File: src/rtl/mem_seq_pkg.sv
// Shared types for the cache-to-DDR2 request sequencer: FSM states and the
// queued request entry.
package mem_seq_pkg;

  localparam int unsigned SEQ_ADDR_W = 31;
  localparam int unsigned SEQ_LINE_W = 256;

  typedef enum logic [1:0] {
    IDLE     = 2'd0,
    ISSUE_WR = 2'd1,
    ISSUE_RD = 2'd2,
    WAIT_RD  = 2'd3
  } seq_state_t;

  typedef struct packed {
    logic                  we;
    logic [SEQ_ADDR_W-1:0] addr;
    logic [SEQ_LINE_W-1:0] data;
  } req_entry_t;

  // Burst-4 alignment: the two low address bits are always dropped.
  function automatic logic [SEQ_ADDR_W-1:0] burst_align(input logic [SEQ_ADDR_W-1:0] a);
    return a & ~SEQ_ADDR_W'(3);
  endfunction

endpackage

File: src/rtl/mem_req_fifo.sv
// In-order request queue with full/empty flags and a registered head entry
// so the consumer never sees a memory-read path at pop time.
module mem_req_fifo #(
  parameter int unsigned WIDTH = 8,
  parameter int unsigned DEPTH = 4
) (
  input  logic             clk,
  input  logic             rst,
  input  logic             push,
  input  logic [WIDTH-1:0] push_data,
  input  logic             pop,
  output logic             full,
  output logic             empty,
  output logic [WIDTH-1:0] head
);

  localparam int unsigned PTR_W = $clog2(DEPTH);
  localparam int unsigned CNT_W = PTR_W + 1;

  logic [WIDTH-1:0] mem [DEPTH];
  logic [PTR_W-1:0] wr_ptr;
  logic [PTR_W-1:0] rd_ptr;
  logic [PTR_W-1:0] rd_ptr_nx;
  logic [CNT_W-1:0] count;
  logic             do_push;
  logic             do_pop;

  assign do_push   = push && !full;
  assign do_pop    = pop && !empty;
  assign rd_ptr_nx = rd_ptr + PTR_W'(1);
  assign full      = (count == CNT_W'(DEPTH));
  assign empty     = (count == '0);

  always_ff @(posedge clk) begin
    if (do_push) mem[wr_ptr] <= push_data;
  end

  always_ff @(posedge clk) begin
    if (rst) begin
      wr_ptr <= '0;
      rd_ptr <= '0;
      count  <= '0;
      head   <= '0;
    end else begin
      if (do_push) wr_ptr <= wr_ptr + PTR_W'(1);
      if (do_pop)  rd_ptr <= rd_ptr_nx;
      case ({do_push, do_pop})
        2'b10:   count <= count + CNT_W'(1);
        2'b01:   count <= count - CNT_W'(1);
        default: ;
      endcase
      // Head tracks the oldest entry; a push into an empty (or emptying) queue bypasses memory.
      if (do_pop) begin
        if (count == CNT_W'(1)) head <= push_data;
        else                    head <= mem[rd_ptr_nx];
      end else if (empty && do_push) begin
        head <= push_data;
      end
    end
  end

endmodule

File: src/rtl/cache_mem_sequencer.sv
// Sequences queued whole-line cache requests onto the DDR2 interface handshake,
// one command outstanding at a time, and returns read lines or timeout errors.
module cache_mem_sequencer
  import mem_seq_pkg::*;
#(
  parameter int unsigned APPDATA_WIDTH    = SEQ_LINE_W / 2,
  parameter int unsigned INPUT_ADDR_WIDTH = SEQ_ADDR_W,
  parameter int unsigned QDEPTH           = 4,
  parameter int unsigned RD_TIMEOUT       = 1024
) (
  input  logic                          clk,
  input  logic                          rst,
  input  logic                          phy_init_done,
  input  logic                          req_valid,
  output logic                          req_ready,
  input  logic                          req_we,
  input  logic [INPUT_ADDR_WIDTH-1:0]   req_addr,
  input  logic [2*APPDATA_WIDTH-1:0]    req_data,
  output logic                          rsp_valid,
  output logic                          rsp_err,
  output logic [2*APPDATA_WIDTH-1:0]    rsp_data,
  input  logic                          mc_wr_rdy,
  input  logic                          mc_rd_rdy,
  input  logic                          mc_rd_valid,
  input  logic [2*APPDATA_WIDTH-1:0]    data_rd,
  output logic                          data_wren,
  output logic                          data_rden,
  output logic [INPUT_ADDR_WIDTH-1:0]   data_addr,
  output logic [2*APPDATA_WIDTH-1:0]    data_wr,
  output logic                          busy,
  output logic                          misalign,
  output logic                          stray_rd
);

  localparam int unsigned LINE_W  = 2 * APPDATA_WIDTH;
  localparam int unsigned TMR_W   = $clog2(RD_TIMEOUT);
  localparam int unsigned ENTRY_W = $bits(req_entry_t);
  // Compare one early so the registered error response lands RD_TIMEOUT cycles after data_rden.
  localparam logic [TMR_W-1:0] TMO_LAST = TMR_W'(RD_TIMEOUT - 2);

  req_entry_t                  push_entry;
  req_entry_t                  head_entry;
  logic [ENTRY_W-1:0]          head_bits;
  logic                        fifo_full;
  logic                        fifo_empty;
  logic                        push;
  logic                        pop;
  seq_state_t                  state;
  seq_state_t                  state_d;
  logic [TMR_W-1:0]            timer;
  logic [TMR_W-1:0]            timer_d;
  logic [INPUT_ADDR_WIDTH-1:0] addr_d;
  logic [LINE_W-1:0]           wr_d;
  logic [LINE_W-1:0]           rsp_data_d;
  logic                        rsp_valid_d;
  logic                        rsp_err_d;

  assign req_ready  = !fifo_full;
  assign push       = req_valid && !fifo_full;
  assign busy       = !fifo_empty || (state != IDLE);
  assign head_entry = req_entry_t'(head_bits);

  always_comb begin
    push_entry.we   = req_we;
    push_entry.addr = burst_align(SEQ_ADDR_W'(req_addr));
    push_entry.data = SEQ_LINE_W'(req_data);
  end

  mem_req_fifo #(
    .WIDTH (ENTRY_W),
    .DEPTH (QDEPTH)
  ) u_fifo (
    .clk       (clk),
    .rst       (rst),
    .push      (push),
    .push_data (push_entry),
    .pop       (pop),
    .full      (fifo_full),
    .empty     (fifo_empty),
    .head      (head_bits)
  );

  // Next-state, command strobes and response capture.
  always_comb begin
    state_d     = state;
    timer_d     = timer;
    addr_d      = data_addr;
    wr_d        = data_wr;
    rsp_valid_d = 1'b0;
    rsp_err_d   = 1'b0;
    rsp_data_d  = rsp_data;
    pop         = 1'b0;
    data_wren   = 1'b0;
    data_rden   = 1'b0;
    case (state)
      IDLE: begin
        if (!fifo_empty && phy_init_done) begin
          pop     = 1'b1;
          addr_d  = INPUT_ADDR_WIDTH'(head_entry.addr);
          wr_d    = LINE_W'(head_entry.data);
          state_d = head_entry.we ? ISSUE_WR : ISSUE_RD;
        end
      end
      ISSUE_WR: begin
        data_wren = mc_wr_rdy;
        if (mc_wr_rdy) state_d = IDLE;
      end
      ISSUE_RD: begin
        data_rden = mc_rd_rdy;
        if (mc_rd_rdy) begin
          timer_d = '0;
          state_d = WAIT_RD;
        end
      end
      WAIT_RD: begin
        if (mc_rd_valid) begin
          rsp_valid_d = 1'b1;
          rsp_data_d  = data_rd;
          state_d     = IDLE;
        end else if (timer == TMO_LAST) begin
          rsp_valid_d = 1'b1;
          rsp_err_d   = 1'b1;
          rsp_data_d  = '0;
          state_d     = IDLE;
        end else if (timer != '1) begin
          timer_d = timer + TMR_W'(1);
        end
      end
      default: state_d = IDLE;
    endcase
  end

  always_ff @(posedge clk) begin
    if (rst) begin
      state     <= IDLE;
      timer     <= '0;
      data_addr <= '0;
      data_wr   <= '0;
      rsp_valid <= 1'b0;
      rsp_err   <= 1'b0;
      rsp_data  <= '0;
      misalign  <= 1'b0;
      stray_rd  <= 1'b0;
    end else begin
      state     <= state_d;
      timer     <= timer_d;
      data_addr <= addr_d;
      data_wr   <= wr_d;
      rsp_valid <= rsp_valid_d;
      rsp_err   <= rsp_err_d;
      rsp_data  <= rsp_data_d;
      if (push && (req_addr[1:0] != 2'b00)) misalign <= 1'b1;
      if (mc_rd_valid && (state != WAIT_RD)) stray_rd <= 1'b1;
    end
  end

endmodule

File: config.mk
export PLATFORM = sky130hd
export DESIGN_NAME = cache_mem_sequencer
export DESIGN_NICKNAME = d
export VERILOG_FILES = /design/src/rtl/mem_seq_pkg.sv /design/src/rtl/mem_req_fifo.sv /design/src/rtl/cache_mem_sequencer.sv
export SDC_FILE = /design/constraint.sdc
export NUM_CORES = 2
export LEC_CHECK = 0
export BUFFER_PORTS_ARGS = -buffer_cell sky130_fd_sc_hd__buf_4
export CAP_MARGIN = 20
export CORE_MARGIN = 1.5
export CORE_UTILIZATION = 30
export DETAILED_ROUTE_END_ITERATION = 16
export GPL_TIMING_DRIVEN = 0
export PLACE_DENSITY = 0.45
export SYNTH_ARGS = -nofsm -noshare
export SYNTH_HDL_FRONTEND = slang
export SYNTH_HIERARCHICAL = 1
export SYNTH_SLANG_ARGS = --single-unit
File: constraint.sdc
create_clock -name clk -period 9.86 [get_ports clk]
set_input_delay 0.986 -clock clk [delete_from_list [all_inputs] [get_ports clk]]
set_output_delay 0.986 -clock clk [all_outputs]
set_load 0.01 [all_outputs]
After elaboration in Yosys (flattened, before gate mapping). Memory sizes are Yosys's and may differ from the RTL's. Cells that the tools add are included.

RAM bits: 1144. Bits of input ports: 551. Memories: 1. Bits in registers: 854. Logic and storage cells: 87.

Memory list: u_fifo.mem (depth 4, bits a word 286, read ports 1, clocked after Yosys merged registers in 0, wr ports 1, RTL line mem_req_fifo.sv:20) `logic [WIDTH-1:0] mem [DEPTH];`.

Equality and inequality tests: 17. Add/subtract/negate cells: 5. Reductions and logical operators: 24. Bitwise logic cells: 1. Mux-type cells: 26.

Operator list (count): $mux 288 (3); $mux 256 (2); $mux 10 (4); $pmux 10 s2 (1); $ne 2x2->1 const B (7); $mux 2 (6); $reduce_bool 2->1 (6); $add 10x1->10 const B (1); $eq 10x10->1 const B (1); $ne 10x10->1 const B (1); $mux 1 (8); $pmux 2 s4 (1); $logic_and 1x1->1 (7); $eq 2x2->1 const B (3); $pmux 3 s2 (1); $reduce_and 5->1 (1); $add 2x1->2 const B (2); $eq 2x1->1 const B (2); $reduce_and 2->1 (2); $reduce_and 4->1 (1); $add 3x1->3 const B (1); $eq 3x1->1 const B (1); $eq 3x3->1 const B (1); $logic_not 3->1 (1); 8 further kinds (9).

Logic depth before layout (Yosys ltp).
Word-level depth: 8. Depth in mapped cells: 15.

Hierarchy. Netlist, hierarchy kept.

By module, submodules not included: mem_req_fifo (area each 53725.3 um^2, cells an instance 2586, times used 1); cache_mem_sequencer (area each 19862.8 um^2, cells an instance 2504, times used 1).

Least setup slack after synthesis. Ideal clock, no wire load.

Path type: input to register. From: in req_valid. To: mem u_fifo/mem[1][0] (netlist bit), enable pin. Setup slack: 1052 ps. Data arrival time: 8122 ps. Cell stages on the path: 3. Library setup time: 686 ps. Cells stage by stage: nor2b_1 > a21boi_1 > and2_1.

Longest elaborated chain between the ends: 4.

RTL lines: from (decl) (RTL line cache_mem_sequencer.sv:14) `input logic req_valid,`; $logic_and 1x1->1 (RTL line cache_mem_sequencer.sv:59) `assign push = req_valid && !fifo_full;`; $logic_and 1x1->1 (RTL line mem_req_fifo.sv:28) `assign do_push = push && !full;`; $mux 1 (RTL line mem_req_fifo.sv:35) `if (do_push) mem[wr_ptr] <= push_data;`; $mux 1 (implied by the code) (RTL line mem_req_fifo.sv:35); to (decl) (RTL line mem_req_fifo.sv:20).

Every way passes these cells.

Final worst setup path.
From: reg u_fifo.count[0]. To: reg u_fifo.head[160].

Longest elaborated chain between the ends: 7. Elaborated cells on any way between the ends: 15. Those cells by class: eq/ne: 2; mux: 4; reduce/logical: 9.

RTL lines: from (decl) (RTL line mem_req_fifo.sv:24) `logic [CNT_W-1:0] count;`; from (signal assigned) (RTL line mem_req_fifo.sv:48) `2'b10: count <= count + CNT_W'(1);`; from (signal assigned) (RTL line mem_req_fifo.sv:49) `2'b01: count <= count - CNT_W'(1);`; $logic_not 3->1 (*) (RTL line mem_req_fifo.sv:32) `assign empty = (count == '0);`; named net fifo_empty (RTL line cache_mem_sequencer.sv:45) `logic fifo_empty;`; $logic_not 1->1 (*) (RTL line cache_mem_sequencer.sv:97) `if (!fifo_empty && phy_init_done) begin`; $logic_and 1x1->1 (*) (RTL line cache_mem_sequencer.sv:97); $mux 1 (*) (RTL line cache_mem_sequencer.sv:97); $mux 1 (*) (RTL line cache_mem_sequencer.sv:95) `case (state)`; named net pop (RTL line cache_mem_sequencer.sv:47) `logic pop;`; $logic_and 1x1->1 (*) (RTL line mem_req_fifo.sv:29) `assign do_pop = pop && !empty;`; $mux 288 or $reduce_bool 2->1 (tied branches); to (signal assigned) (RTL line mem_req_fifo.sv:54) `if (count == CNT_W'(1)) head <= push_data;`; to (signal assigned) (RTL line mem_req_fifo.sv:55) `else head <= mem[rd_ptr_nx];`; to (signal assigned) (RTL line mem_req_fifo.sv:57) `head <= push_data;`; to (decl) (RTL line mem_req_fifo.sv:14) `output logic [WIDTH-1:0] head`.

Mark *: on every way through the listed nets, which the timed path passes. The rest lies on a longest branch. A chain may end at the register's enable or synchronous reset.

==> metrics.txt <==
# TYPE chip_impl_metric gauge
chip_impl_metric{name="timing.clock.skew",unit="ns"} 0.0586
chip_impl_metric{name="postSynthAreaPerCell",unit="um2"} 14.5
chip_impl_metric{name="postLayoutCellArea",unit="um2"} 94400
chip_impl_metric{name="number_of_cts_inserted_buffers",unit=""} 220
chip_impl_metric{name="yosys_warnings",unit=""} 6
chip_impl_info{name="ys.flop_type",value="edfxtp_1"} 1
chip_impl_metric{name="worst_setup_hold_path_clk_slew",unit="ns"} 0.07
chip_impl_metric{name="worst-r2r-setup-slack",unit="ns"} 3.91
chip_impl_info{name="status",value="completed"} 1
chip_impl_metric{name="global_route.overflow_total",unit=""} 0
chip_impl_metric{name="synth-seq-area-share",unit="%"} 70.2
chip_impl_metric{name="path_buf_inv",unit=""} 6
chip_impl_info{name="rr_startpoint",value="u_fifo/count[0]"} 1
chip_impl_metric{name="maximum_number_of_pins_on_one_net_before_global_route_repair",unit=""} 51
chip_impl_metric{name="num_vias",unit=""} 50500
chip_impl_metric{name="hold_path_depth",unit=""} 1
chip_impl_metric{name="reg2reg_depth",unit=""} 13
chip_impl_metric{name="worst_path_largest_cell_delay",unit="ns"} 0.80
chip_impl_info{name="crit_slowest_cell",value="a21oi_2"} 1
chip_impl_metric{name="netlist-cell-type-count",unit=""} 60
chip_impl_metric{name="postCtsHoldBufs",unit=""} 0
chip_impl_metric{name="clock_insertion_delay_worst_skew",unit="ns"} 0.86
chip_impl_info{name="grt_setup_unrepaired",value="false"} 1
chip_impl_metric{name="postLayoutSetupSlackWorst",unit="ns"} 3.91
chip_impl_metric{name="synth_instances",unit=""} 5090
chip_impl_metric{name="clock_sinks",unit=""} 2006
chip_impl_metric{name="die-width",unit="um"} 498
chip_impl_metric{name="antenna_found_initial",unit=""} 97
chip_impl_metric{name="final_cells",unit=""} 9905
chip_impl_metric{name="max_freq",unit="MHz"} 168
chip_impl_metric{name="cts-resized-gates",unit=""} 0
chip_impl_info{name="critical_path.endpoint_type",value="flop"} 1
chip_impl_metric{name="core-area",unit="um2"} 243000
chip_impl_metric{name="tightestPinTransition",unit="ns"} 1.01
chip_impl_metric{name="max-cap-violations",unit=""} 0
chip_impl_metric{name="edff_count_synth",unit=""} 1152
chip_impl_metric{name="drive_above_1_share",unit="%"} 28.8
chip_impl_metric{name="final_util",unit="%"} 38.8
chip_impl_metric{name="p_comb_share",unit="%"} 19.7
chip_impl_metric{name="critPathArrivalTime",unit="ns"} 6.72
chip_impl_metric{name="place_inst",unit=""} 9442
chip_impl_metric{name="portbufs",unit=""} 1101
chip_impl_metric{name="row_count",unit=""} 181
chip_impl_metric{name="cts-htree-levels",unit=""} 4
chip_impl_metric{name="period_needed",unit="ns"} 5.95
chip_impl_metric{name="preCtsSetupSlack",unit="ns"} 3.76
chip_impl_metric{name="gp_congestion",unit=""} 0.942
chip_impl_metric{name="finalHoldViolations",unit=""} 0
chip_impl_info{name="crit-reg2reg-capture",value="u_fifo/head[160]"} 1
chip_impl_metric{name="power_density",unit="nW/um2"} 249
chip_impl_metric{name="worstPathRequired",unit="ns"} 10.62
chip_impl_metric{name="placement.cell_area",unit="um2"} 86900
chip_impl_info{name="most_common_cell_after_layout_fill_and_taps_aside",value="edfxtp_1"} 1
chip_impl_metric{name="clock_path_buffers",unit=""} 3
chip_impl_metric{name="seq_power_share",unit="%"} 44.8
chip_impl_metric{name="drt-vias-per-instance",unit=""} 5.10
chip_impl_metric{name="internal",unit="uW"} 16400
chip_impl_metric{name="syn_to_final_growth",unit="%"} 28.3
chip_impl_metric{name="cts_post_setup_buffers_inserted",unit=""} 0
chip_impl_metric{name="route.detailed.wl_per_inst",unit="um"} 29.6
chip_impl_metric{name="drt_drc_violations_left",unit=""} 0
chip_impl_metric{name="totalNegativeSetupSlack",unit="ns"} 0
chip_impl_metric{name="wl",unit="um"} 293000
chip_impl_metric{name="grt_pass1_vias",unit=""} 51100
chip_impl_metric{name="post-synth-top-area-fraction",unit="%"} 47.0
chip_impl_metric{name="power.share.switching",unit="%"} 30.1
chip_impl_metric{name="fp.dieH",unit="um"} 498
chip_impl_metric{name="total_die_area",unit="um2"} 248000
chip_impl_info{name="layout_common_cells",value="edfxtp_1 (1,152), buf_4 (1,101), dfxtp_1 (854)"} 1
chip_impl_metric{name="synthArstFlopShare",unit="%"} 0
chip_impl_metric{name="summed_instance_area_of_the_synthesized_netlist",unit="um2"} 73600
chip_impl_metric{name="power.clock.fraction",unit="%"} 35.5
chip_impl_metric{name="cellLeakagePower",unit="uW"} 0.0331
chip_impl_info{name="hp-class",value="in -> reg"} 1
chip_impl_metric{name="detail_route.iter0.violations",unit=""} 3655
chip_impl_info{name="synthTopCellsByArea",value="edfxtp_1 (47%), dfxtp_1 (23%), mux4_2 (8.8%)"} 1
chip_impl_metric{name="final_nets",unit=""} 7024
chip_impl_info{name="timing.setup.critical_path_class",value="reg -> reg"} 1
chip_impl_info{name="worst_setup_path_start_kind",value="flop"} 1
chip_impl_info{name="hold_path.startpoint",value="req_data[40]"} 1
chip_impl_metric{name="ioPinCount",unit=""} 1102
chip_impl_metric{name="antenna_violating_nets_post_route",unit=""} 0
chip_impl_info{name="min_delay_worst_endpoint",value="u_fifo/mem[3][40]"} 1
chip_impl_metric{name="critPathMaxFanout",unit=""} 11
chip_impl_metric{name="timing.final.max_slew_violations",unit=""} 0
chip_impl_metric{name="yosys_register_bits",unit=""} 2006
chip_impl_info{name="yosys.area.top_type",value="edfxtp_1"} 1
chip_impl_info{name="cpLargestDelayFamily",value="buffers and inverters"} 1
chip_impl_metric{name="start_util",unit="%"} 30.2
chip_impl_info{name="cp_cell_sequence",value="inv_1 -> ha_1 -> nor2b_1 -> buf_2 -> nor2b_1 -> nand2_2 -> inv_2 -> clkbuf_1 -> nand4bb_1 -> a21oi_2 -> buf_2 -> buf_1 -> a221o_1"} 1
chip_impl_metric{name="net_switching_power_figure",unit="uW"} 7080
chip_impl_metric{name="timing.final.setup_violations",unit=""} 0
chip_impl_metric{name="vdd_ir_drop_max",unit="mV"} 0.162
chip_impl_metric{name="grt_pass1_wl",unit="um"} 405000
chip_impl_metric{name="detailedPlacementHpwl",unit="um"} 217000
chip_impl_metric{name="max-slew-margin-rel",unit="%"} 33.0
chip_impl_metric{name="detailedRoute.firstPassIterationCount",unit=""} 6
chip_impl_info{name="tritoncts",value="yes"} 1
chip_impl_metric{name="track_usage",unit="%"} 23.0
chip_impl_metric{name="final_min_period_over_clock_period",unit="%"} 60.4
chip_impl_info{name="clk_root_buffer_cell",value="clkbuf_16"} 1
## power by group through the flow
stage | registers [uW] | logic [uW] | clock network [uW]
2_1_floorplan | 10700 | 2360 | 0
3_3_place_gp | 11000 | 4510 | 0
3_5_place_dp | 10700 | 4680 | 0
4_1_cts | 10500 | 4700 | 8560
5_1_grt | 10600 | 4980 | 8870
6_report | 10500 | 4640 | 8350
## cell families (layout without fill, tap and decap cells)
logic type	after synthesis	after routing	share of synthesized area (%)
multiplexers	294	294	8.90
XOR/XNOR	3	3	0.0357
AO/OA/AOI/OAI	1128	1128	9.76
other	1	53	0.00510
flip-flops	2006	2006	70.2
buffers and inverters	451	2012	2.60
adder cells (fa/ha/maj)	11	11	0.187
AND/OR/NAND/NOR	1196	1196	8.27
## per-stage QoR
stage / hold WS [ns] / total power, uW
after floorplan: 0.432 / 13100
after global placement: 0.438 / 15500
after detailed placement: 0.442 / 15400
after CTS: 0.251 / 23800
after global routing: 0.281 / 24500
final: 0.337 / 23500
## area by class of cell
| cell class | count | area, um2 |
|---|---|---|
| timing repair buffer | 1141 | 9230 |
| antenna | 43 | 108 |
| tap | 3202 | 4010 |
| multi-input combinational | 2642 | 20000 |
| clock buffer | 319 | 6390 |
| clock inverter | 101 | 1020 |
| buffer | 438 | 1880 |
| fill | 23300 | 149000 |
| sequential | 2006 | 51700 |
| inverter | 13 | 48.8 |
## worst max-delay path by stage
stage,slack [ns],from,end,depth (start not counted)
floorplan,1.05,req_valid,u_fifo/mem[1][0],3
global placement,-6.56,req_valid,u_fifo/mem[3][68],4
detailed placement,3.76,u_fifo/count[0],u_fifo/head[166],13
CTS,3.78,u_fifo/count[0],u_fifo/head[160],13
global route,3.59,u_fifo/count[0],u_fifo/head[159],13
finish,3.91,u_fifo/count[0],u_fifo/head[160],13
## metal layers
metal,GRT usage (%),vias up,routed length [um]
met5,0,-,402
met4,11.1,64,15300
met3,6.32,496,20000
met2,39.3,1641,146000
met1,26.4,25900,112000
li1,-,22400,-
## flip-flops by register name, indices dropped and copies added (netlist names), 2 cells and up
signal and cells:
u_fifo/wr_ptr 2, u_fifo/mem 1152, rsp_data 256, timer 10, data_wr 256, state 2, u_fifo/rd_ptr 2, u_fifo/head 288
data_addr 31, u_fifo/count 3
## worst register-to-register path: cells and delay by family, from the launching register on
| family | cells | cell delay (ns) |
|---|---|---|
| AND/OR/NAND/NOR | 4 | 1.25 |
| adder cells (fa/ha/maj) | 1 | 0.27 |
| AO/OA/AOI/OAI | 2 | 1.04 |
| buffers and inverters | 6 | 2.93 |
| flip-flops | 1 | 0.40 |
## Yosys cell counts (11+ instances only)
| cell | count |
|---|---|
| a21oi_1 | 556 |
| a221o_1 | 287 |
| and4_1 | 288 |
| buf_1 | 33 |
| buf_2 | 97 |
| buf_6 | 13 |
| clkbuf_1 | 294 |
| dfxtp_1 | 854 |
| edfxtp_1 | 1152 |
| ha_1 | 11 |
| inv_1 | 11 |
| mux4_2 | 288 |
| nand2_1 | 838 |
| nor2_1 | 13 |
| o21ai_0 | 259 |
No activity file was read; power rests on OpenSTA's default activity.
